--- src/rtl/sparc_mul_arb_cntl.sv ---
// Multiplier issue arbiter and accumulator control. Issue and acks are combinational; done fires 5 cycles after issue.
// Requests are levels held until acked; SPU acc/byp hazards and busy ACCUM stall SPU ops or shift/clear commands.
module sparc_mul_arb_cntl (
  input  logic rclk,
  input  logic rst_l,
  input  logic ecl_mul_req_vld,
  input  logic spu_mul_req_vld,
  input  logic spu_mul_acc,
  input  logic spu_mul_byp,
  input  logic spu_mul_x2,
  input  logic spu_mul_areg_shf,
  input  logic spu_mul_areg_rst,
  output logic mul_ecl_ack,
  output logic mul_spu_ack,
  output logic mul_spu_acc_ack,
  output logic mul_ecl_done,
  output logic mul_spu_done,
  output logic valid,
  output logic spick,
  output logic byp_sel,
  output logic byp_imm,
  output logic x2,
  output logic acc_imm,
  output logic acc_actc3,
  output logic acc_reg_enb,
  output logic acc_reg_rst,
  output logic acc_reg_shf
);

  typedef struct packed {
    logic vld;
    logic spu;
    logic acc;
  } stg_t;

  // stg[k-1] is stage Sk: the op issued k cycles ago
  stg_t stg [5];
  logic last_spu;

  logic [4:0] acc_in;
  logic       acc_any14;
  logic       acc_any15;
  logic       spu_elig;
  logic       ecl_go;
  logic       spu_go;
  logic       acc_free;
  logic       rst_go;
  logic       shf_go;

  always_comb begin
    for (int k = 0; k < 5; k++) begin
      acc_in[k] = stg[k].vld & stg[k].acc;
    end
    acc_any14 = |acc_in[3:0];
    acc_any15 = |acc_in;
    spu_elig  = spu_mul_req_vld
              & ~(spu_mul_acc & acc_in[0])
              & ~(spu_mul_byp & acc_any14);
    // Round-robin: EXU wins a conflict when SPU was granted last
    ecl_go    = ecl_mul_req_vld & (~spu_elig | last_spu);
    spu_go    = spu_elig & ~ecl_go;
    acc_free  = ~acc_any15 & ~spu_go;
    rst_go    = acc_free & spu_mul_areg_rst;
    shf_go    = acc_free & spu_mul_areg_shf & ~spu_mul_areg_rst;
  end

  always_comb begin
    mul_ecl_ack     = 1'b0;
    mul_spu_ack     = 1'b0;
    mul_spu_acc_ack = 1'b0;
    mul_ecl_done    = 1'b0;
    mul_spu_done    = 1'b0;
    valid           = 1'b0;
    spick           = 1'b0;
    byp_sel         = 1'b0;
    byp_imm         = 1'b0;
    x2              = 1'b0;
    acc_imm         = 1'b0;
    acc_actc3       = 1'b0;
    acc_reg_enb     = 1'b0;
    acc_reg_rst     = 1'b0;
    acc_reg_shf     = 1'b0;
    if (rst_l) begin
      mul_ecl_ack     = ecl_go;
      mul_spu_ack     = spu_go;
      mul_spu_acc_ack = rst_go | shf_go;
      mul_ecl_done    = stg[4].vld & ~stg[4].spu;
      mul_spu_done    = stg[4].vld & stg[4].spu;
      valid           = ecl_go | spu_go;
      spick           = spu_go;
      byp_sel         = spu_go & spu_mul_byp;
      byp_imm         = spu_go & spu_mul_byp & acc_in[4];
      x2              = spu_go & spu_mul_x2;
      acc_imm         = acc_in[2] & acc_in[4];
      acc_actc3       = acc_in[2];
      acc_reg_enb     = acc_in[4] | shf_go;
      acc_reg_rst     = rst_go;
      acc_reg_shf     = shf_go;
    end
  end

  always_ff @(posedge rclk) begin
    if (!rst_l) begin
      for (int k = 0; k < 5; k++) begin
        stg[k] <= '0;
      end
      last_spu <= 1'b1;
    end else begin
      stg[0] <= '{vld: ecl_go | spu_go, spu: spu_go, acc: spu_go & spu_mul_acc};
      for (int k = 1; k < 5; k++) begin
        stg[k] <= stg[k-1];
      end
      if (ecl_go | spu_go) begin
        last_spu <= spu_go;
      end
    end
  end

endmodule

--- config.mk ---
export PLATFORM = sky130hd
export DESIGN_NAME = sparc_mul_arb_cntl
export DESIGN_NICKNAME = d
export VERILOG_FILES = /design/src/rtl/sparc_mul_arb_cntl.sv
export SDC_FILE = /design/constraint.sdc
export NUM_CORES = 1
export LEC_CHECK = 0
export CORE_MARGIN = 2
export CORE_UTILIZATION = 39
export CTS_CLUSTER_DIAMETER = 200
export CTS_CLUSTER_SIZE = 25
export DETAILED_ROUTE_END_ITERATION = 8
export GPL_ROUTABILITY_DRIVEN = 1
export PLACE_DENSITY = 0.77
export SLEW_MARGIN = 20
export SYNTH_ARGS = -nofsm -noshare
export SYNTH_HDL_FRONTEND = slang
export SYNTH_SLANG_ARGS = --single-unit
--- constraint.sdc ---
create_clock -name rclk -period 1.6 [get_ports rclk]
set_input_delay 0.48 -clock rclk [delete_from_list [all_inputs] [get_ports rclk]]
set_output_delay 0.48 -clock rclk [all_outputs]
set_load 0.03 [all_outputs]
# [Yosys cells after proc, flatten, opt, wreduce, memory -nomap -nowiden]
# Memory sizes are Yosys's and may differ from the RTL's.
# Index checks and enable logic that the tools add are counted.
# W data, S select, Z words.
[totals] reg_bits=1 latch_bits=0 ramBits=15 mem_bits_ro=0 inputBits=9 out_inout_bits=15 n_memories=1
[classes] n_addsub=0 mul=0 div=0 magnitude_cmp=0 n_eq_ne=0 shift=0 mux=21 bitwise=39 n_reduce_logical=2
[memory_table] memory="stg" depth=5 width=3 read_ports=5 rd_ports_with_merged_regs=0 write_ports=5 line_no="37" source="stg_t stg [5];"
[op_table] cell="$and A1 B1 Y1" count=22
[op_table] cell="$mux W1" count=16
[op_table] cell="$mux W3" count=5
[op_table] cell="$or A1 B1 Y1" count=9
[op_table] cell="$not A1 Y1" count=8
[op_table] cell="$reduce_or A5 Y1" count=1
[op_table] cell="$reduce_or A4 Y1" count=1

# [Longest topological paths before layout]
[logic_depth] ltp_word=16 ltp_mapped=4 ltp_nobuf=3

# [Least setup slack after synthesis]
# Ideal clock, no wire load.
[synth_path] path_kind="input-to-output" start="input spu_mul_acc" end="output x2" arrival_ns=1.534 setup_slack_ns=-0.414 path_stages=3 n_path_buf=0 path_cell_list="nand3_1 > nand4_2 > nor3b_1"
[synth_between] elab_chain_len=11
[synth_lines] item="start: declaration" line_no="8" source="input logic spu_mul_acc,"
[synth_lines] item="$and A1 B1 Y1 *" line_no="57" source="& ~(spu_mul_acc & acc_in[0])"
[synth_lines] item="$not A1 Y1 *" line_no="57"
[synth_lines] item="$and A1 B1 Y1 *" line_no="57"
[synth_lines] item="$and A1 B1 Y1 *" line_no="58" source="& ~(spu_mul_byp & acc_any14);"
[synth_lines] item="$not A1 Y1" line_no="60" source="ecl_go = ecl_mul_req_vld & (~spu_elig | last_spu);"
[synth_lines] item="$or A1 B1 Y1" line_no="60"
[synth_lines] item="$and A1 B1 Y1" line_no="60"
[synth_lines] item="$not A1 Y1" line_no="61" source="spu_go = spu_elig & ~ecl_go;"
[synth_lines] item="$and A1 B1 Y1 *" line_no="61"
[synth_lines] item="$and A1 B1 Y1 *" line_no="93" source="x2 = spu_go & spu_mul_x2;"
[synth_lines] item="$mux W1 *" line_no="83" source="if (rst_l) begin"
[synth_lines] item="end: declaration" line_no="22" source="output logic x2,"
# Mark *: on every way between the ends. The rest lies on a longest branch, timed or not.

==> metrics.log <==
INFO  metric outcome = finished, violations left
INFO  metric violations = negative setup slack
INFO  metric utilization = 0.850
INFO  metric synth_nets = approximately 80
INFO  metric critical_path.startpoint_type = flop
INFO  metric critical-path-top-delay-family = buffers and inverters
INFO  metric critical_path_depth = 6
INFO  metric num_antenna_cells = 0
INFO  metric commonest_non_fill_non_tap_cell_in_the_layout = sky130_fd_sc_hd__buf_6
INFO  metric cp-endpoint = x2
INFO  metric drt-pass1-iter-count = 4
INFO  metric number_of_top_level_pins = 24
INFO  metric clock_tree.root_cell = sky130_fd_sc_hd__clkbuf_4
INFO  metric static-leakage-power = approximately 0.60 nW
INFO  metric detail_route.wirelength.met1 = between 700 and 800 um
INFO  metric power-per-cell-area = between 600 and 700 nW/um2
INFO  metric final_layout_size_suffix_gt1_frac = 0.661
INFO  metric setup_ws = -0.434 ns
INFO  metric combinational_cell_fraction_of_total_power = 0.228
INFO  metric finalInstanceArea = 1310 um2
INFO  metric dieArea = ~2000 um2
INFO  metric routed_via_density = slightly above 5
INFO  metric crit_path_cell_trace = a22oi_2 -> buf_4 -> a21oi_4 -> buf_6 -> nor3b_4 -> buf_6
INFO  metric regToRegSetupSlack = 0.13 ns
INFO  metric grt_first_pass_wirelength = 3.07 mm
INFO  metric tightestPinTransition = about 0.23 ns
INFO  metric routed_wire_length_per_instance = ~15 um
INFO  metric placement.io_buffers = 23
INFO  metric power.switching_fraction = 0.272
INFO  metric cp.required = about 1.1 ns
INFO  metric synth.ff_latch_count = 16
INFO  metric number_of_max_cap_violations = 0
INFO  metric final-setup-viol-count = 14
INFO  metric endpoint_kind = primary output
INFO  metric ys_warn_count = 0
INFO  metric antenna_found_initial = 0
INFO  metric area.growth.synth_to_final = 98.7%
INFO  metric synth_area_leader_cell = sky130_fd_sc_hd__dfxtp_1
INFO  metric detailedPlacementHpwl = roughly 1.2 mm
INFO  metric worst_skew_pair.late_latency = between 0.2 and 0.3 ns
INFO  metric post_synth_inst_count = 70
INFO  metric timing.final.max_slew_violations = 0
INFO  metric nets = about 130
INFO  metric seq_power_share = 0.472
INFO  metric hold_path_class = reg -> reg
INFO  metric max_slew_margin = 0.846
INFO  metric drt_wl_total = roughly 2 mm
INFO  metric route.antenna.remaining_nets = 0
INFO  metric cts.sink_count = 16
INFO  metric peakVddDrop = approximately 0.00066 V
INFO  metric cts_tree = yes
INFO  metric rr_startpoint = stg[0][2]$_SDFF_PN0_
INFO  metric detail_route.drc_violations = 0
INFO  metric internal_power = between 600 and 700 uW
INFO  metric timing.hold.worst.start = stg[0][1]$_SDFF_PN0_
INFO  metric num_vias = around 680
INFO  metric timing.reg2reg.worst_path_depth = 7
INFO  metric post_synth_num_cell_types = 25
INFO  metric grt_setup_unrepaired = true
INFO  metric met3_length = ~70 um
INFO  metric clkPwrFrac = 0.301
INFO  metric clock_tree.htree_level_count = 1
INFO  metric final.setup.tns = -4.43 ns
INFO  metric first_global_vias = ~730
INFO  metric die-height = approximately 45 um
INFO  metric clk_pin_slew = ~0.090 ns
INFO  metric grt.overflow.total = 0
INFO  metric ys_seq_area_frac = 0.486
INFO  metric drt_iter0_markers = 8
INFO  metric chipWidth = 45.1 um
INFO  metric cts_hold_repair.buffers = 0
INFO  metric fmax = between 0.4 and 0.5 GHz
INFO  metric initial_utilization = 0.428
INFO  metric cts_made_buffers = 3
INFO  metric post_route_clock_skew = approximately 0.0054 ns
INFO  metric placeableCoreArea = 1540 um2
INFO  metric min_clock_period_post_route = slightly above 2 ns
INFO  metric final_min_period_over_clock_period = 1.27
INFO  metric crit_slowest_cell = sky130_fd_sc_hd__dfxtp_2
INFO  metric pre_cts_ws = -0.670 ns
INFO  metric mostFrequentLayoutCells = sky130_fd_sc_hd__buf_6 (21), sky130_fd_sc_hd__buf_4 (19), sky130_fd_sc_hd__and2_1 (11)
INFO  metric synthDominantCellAreaShare = 0.486
INFO  metric placement_stage_cell_area = between 1000 and 1500 um2
INFO  metric worstSetupStartpoint = stg[0][2]$_SDFF_PN0_
INFO  metric synth.avg_cell_area = between 9 and 10 um2
INFO  metric timing.final.hold_violations = 0
INFO  metric critical_path.reg2reg.endpoint = stg[0][0]$_SDFF_PN0_
INFO  metric maximum_number_of_pins_on_one_net_before_global_route_repair = 12
INFO  metric cts_max_path_buffers = 2
INFO  metric post_synthesis_instance_area = 659 um2
INFO  metric top_layer_used_by_detailed_routing = met3
INFO  metric floorplan_row_count = 14
INFO  metric grt.total_usage = 0.208
INFO  metric biggest_cell_delay_along_the_critical_path = approximately 0.34 ns
INFO  metric worst_ep_arrival_time = between 1.5 and 2 ns
INFO  metric final_weighted_congestion_in_routability_driven_placement = 0.720
INFO  metric critical_path_peak_fanout = 5
INFO  metric path_common_cell = sky130_fd_sc_hd__buf_6
INFO  metric dr_wl_met2 = approximately 1.1 mm
INFO  metric timing.critical_path.buf_inv = 3
INFO  metric timing_worst_setup_path_type = reg -> out
INFO  metric synth.top_cells.by_area = sky130_fd_sc_hd__dfxtp_1 (49%), sky130_fd_sc_hd__and2_1 (10%), sky130_fd_sc_hd__nor2_1 (4.0%)
INFO  metric switchingPower = about 240 uW
per-layer routing:
metal / track usage / vias up
met5: 0 / -
met4: 0.0294 / 0
met3: 0.0360 / 0
met2: 0.397 / 17
met1: 0.243 / 324
li1: - / 334
stage by stage:
| stage | power [mW] | std cells | hold slack, ns |
|---|---|---|---|
| floorplan | 0.517 | 70 | 0.412 |
| global placement | 0.582 | 119 | 0.416 |
| detailed placement | 0.586 | 119 | 0.425 |
| CTS | 0.891 | 132 | 0.447 |
| global route | 0.932 | 134 | 0.466 |
| finish | 0.898 | 134 | 0.449 |
worst register-to-register path, delay by kind of cell (launching register included):
family	cells	cell delay, ns
buf+inv	4	0.57
flops	1	0.34
compound gates	2	0.32
simple gates	1	0.19
power groups by stage:
stage	Sequential [mW]	Combinational (mW)	Clock, mW
after global routing	0.425	0.215	0.292
after CTS	0.423	0.193	0.275
after global placement	0.430	0.152	0
after detailed placement	0.430	0.155	0
final	0.423	0.204	0.270
after floorplan	0.429	0.0882	0
sequential cells by signal, summed over array words and instances, names as in the netlist:
register  flops
stg          15
last_spu      1
cells in the mapped netlist, drive strengths merged:
library cell / number
nor2b: 1
nand3: 4
a22oi: 2
and2: 12
nor3b: 2
nor4: 1
o211a: 1
a21boi: 1
nand4: 2
nor3: 1
buf: 2
dfxtp: 16
nor2: 7
inv: 3
a21oi: 1
nand2: 6
a21bo: 1
and3: 2
o221ai: 1
o21ai: 3
clkbuf: 1
cells by family after synthesis:
kind of cell           Yosys count  synth area share
AOI/OAI and AO/OA               10             0.142
DFF                             16             0.486
buffers and inverters            6            0.0455
and+or+nand+nor                 38             0.326
worst min-delay path by stage:
stage	end	cells past startpoint
6_report	stg[0][4]$_SDFF_PN0_	1
5_1_grt	stg[0][7]$_SDFF_PN0_	1
4_1_cts	stg[0][13]$_SDFF_PN0_	1
3_5_place_dp	stg[0][13]$_SDFF_PN0_	1
3_3_place_gp	stg[0][7]$_SDFF_PN0_	1
2_1_floorplan	stg[0][10]$_SDFF_PN0_	1
repair_timing:
item,in CTS,in global routing
gates resized for setup,47,7
buffers inserted,9,2
pin swaps,13,4
endpoints found under the setup margin,15,14
cell type report:
class / count / area, um2
fill: 88 / 231
multi-input combinational: 48 / 469
timing repair buffer: 47 / 445
tap: 16 / 20.0
clock buffer: 4 / 36.3
inverter: 3 / 11.3
sequential: 16 / 328
(Power assumes the default switching activity.)
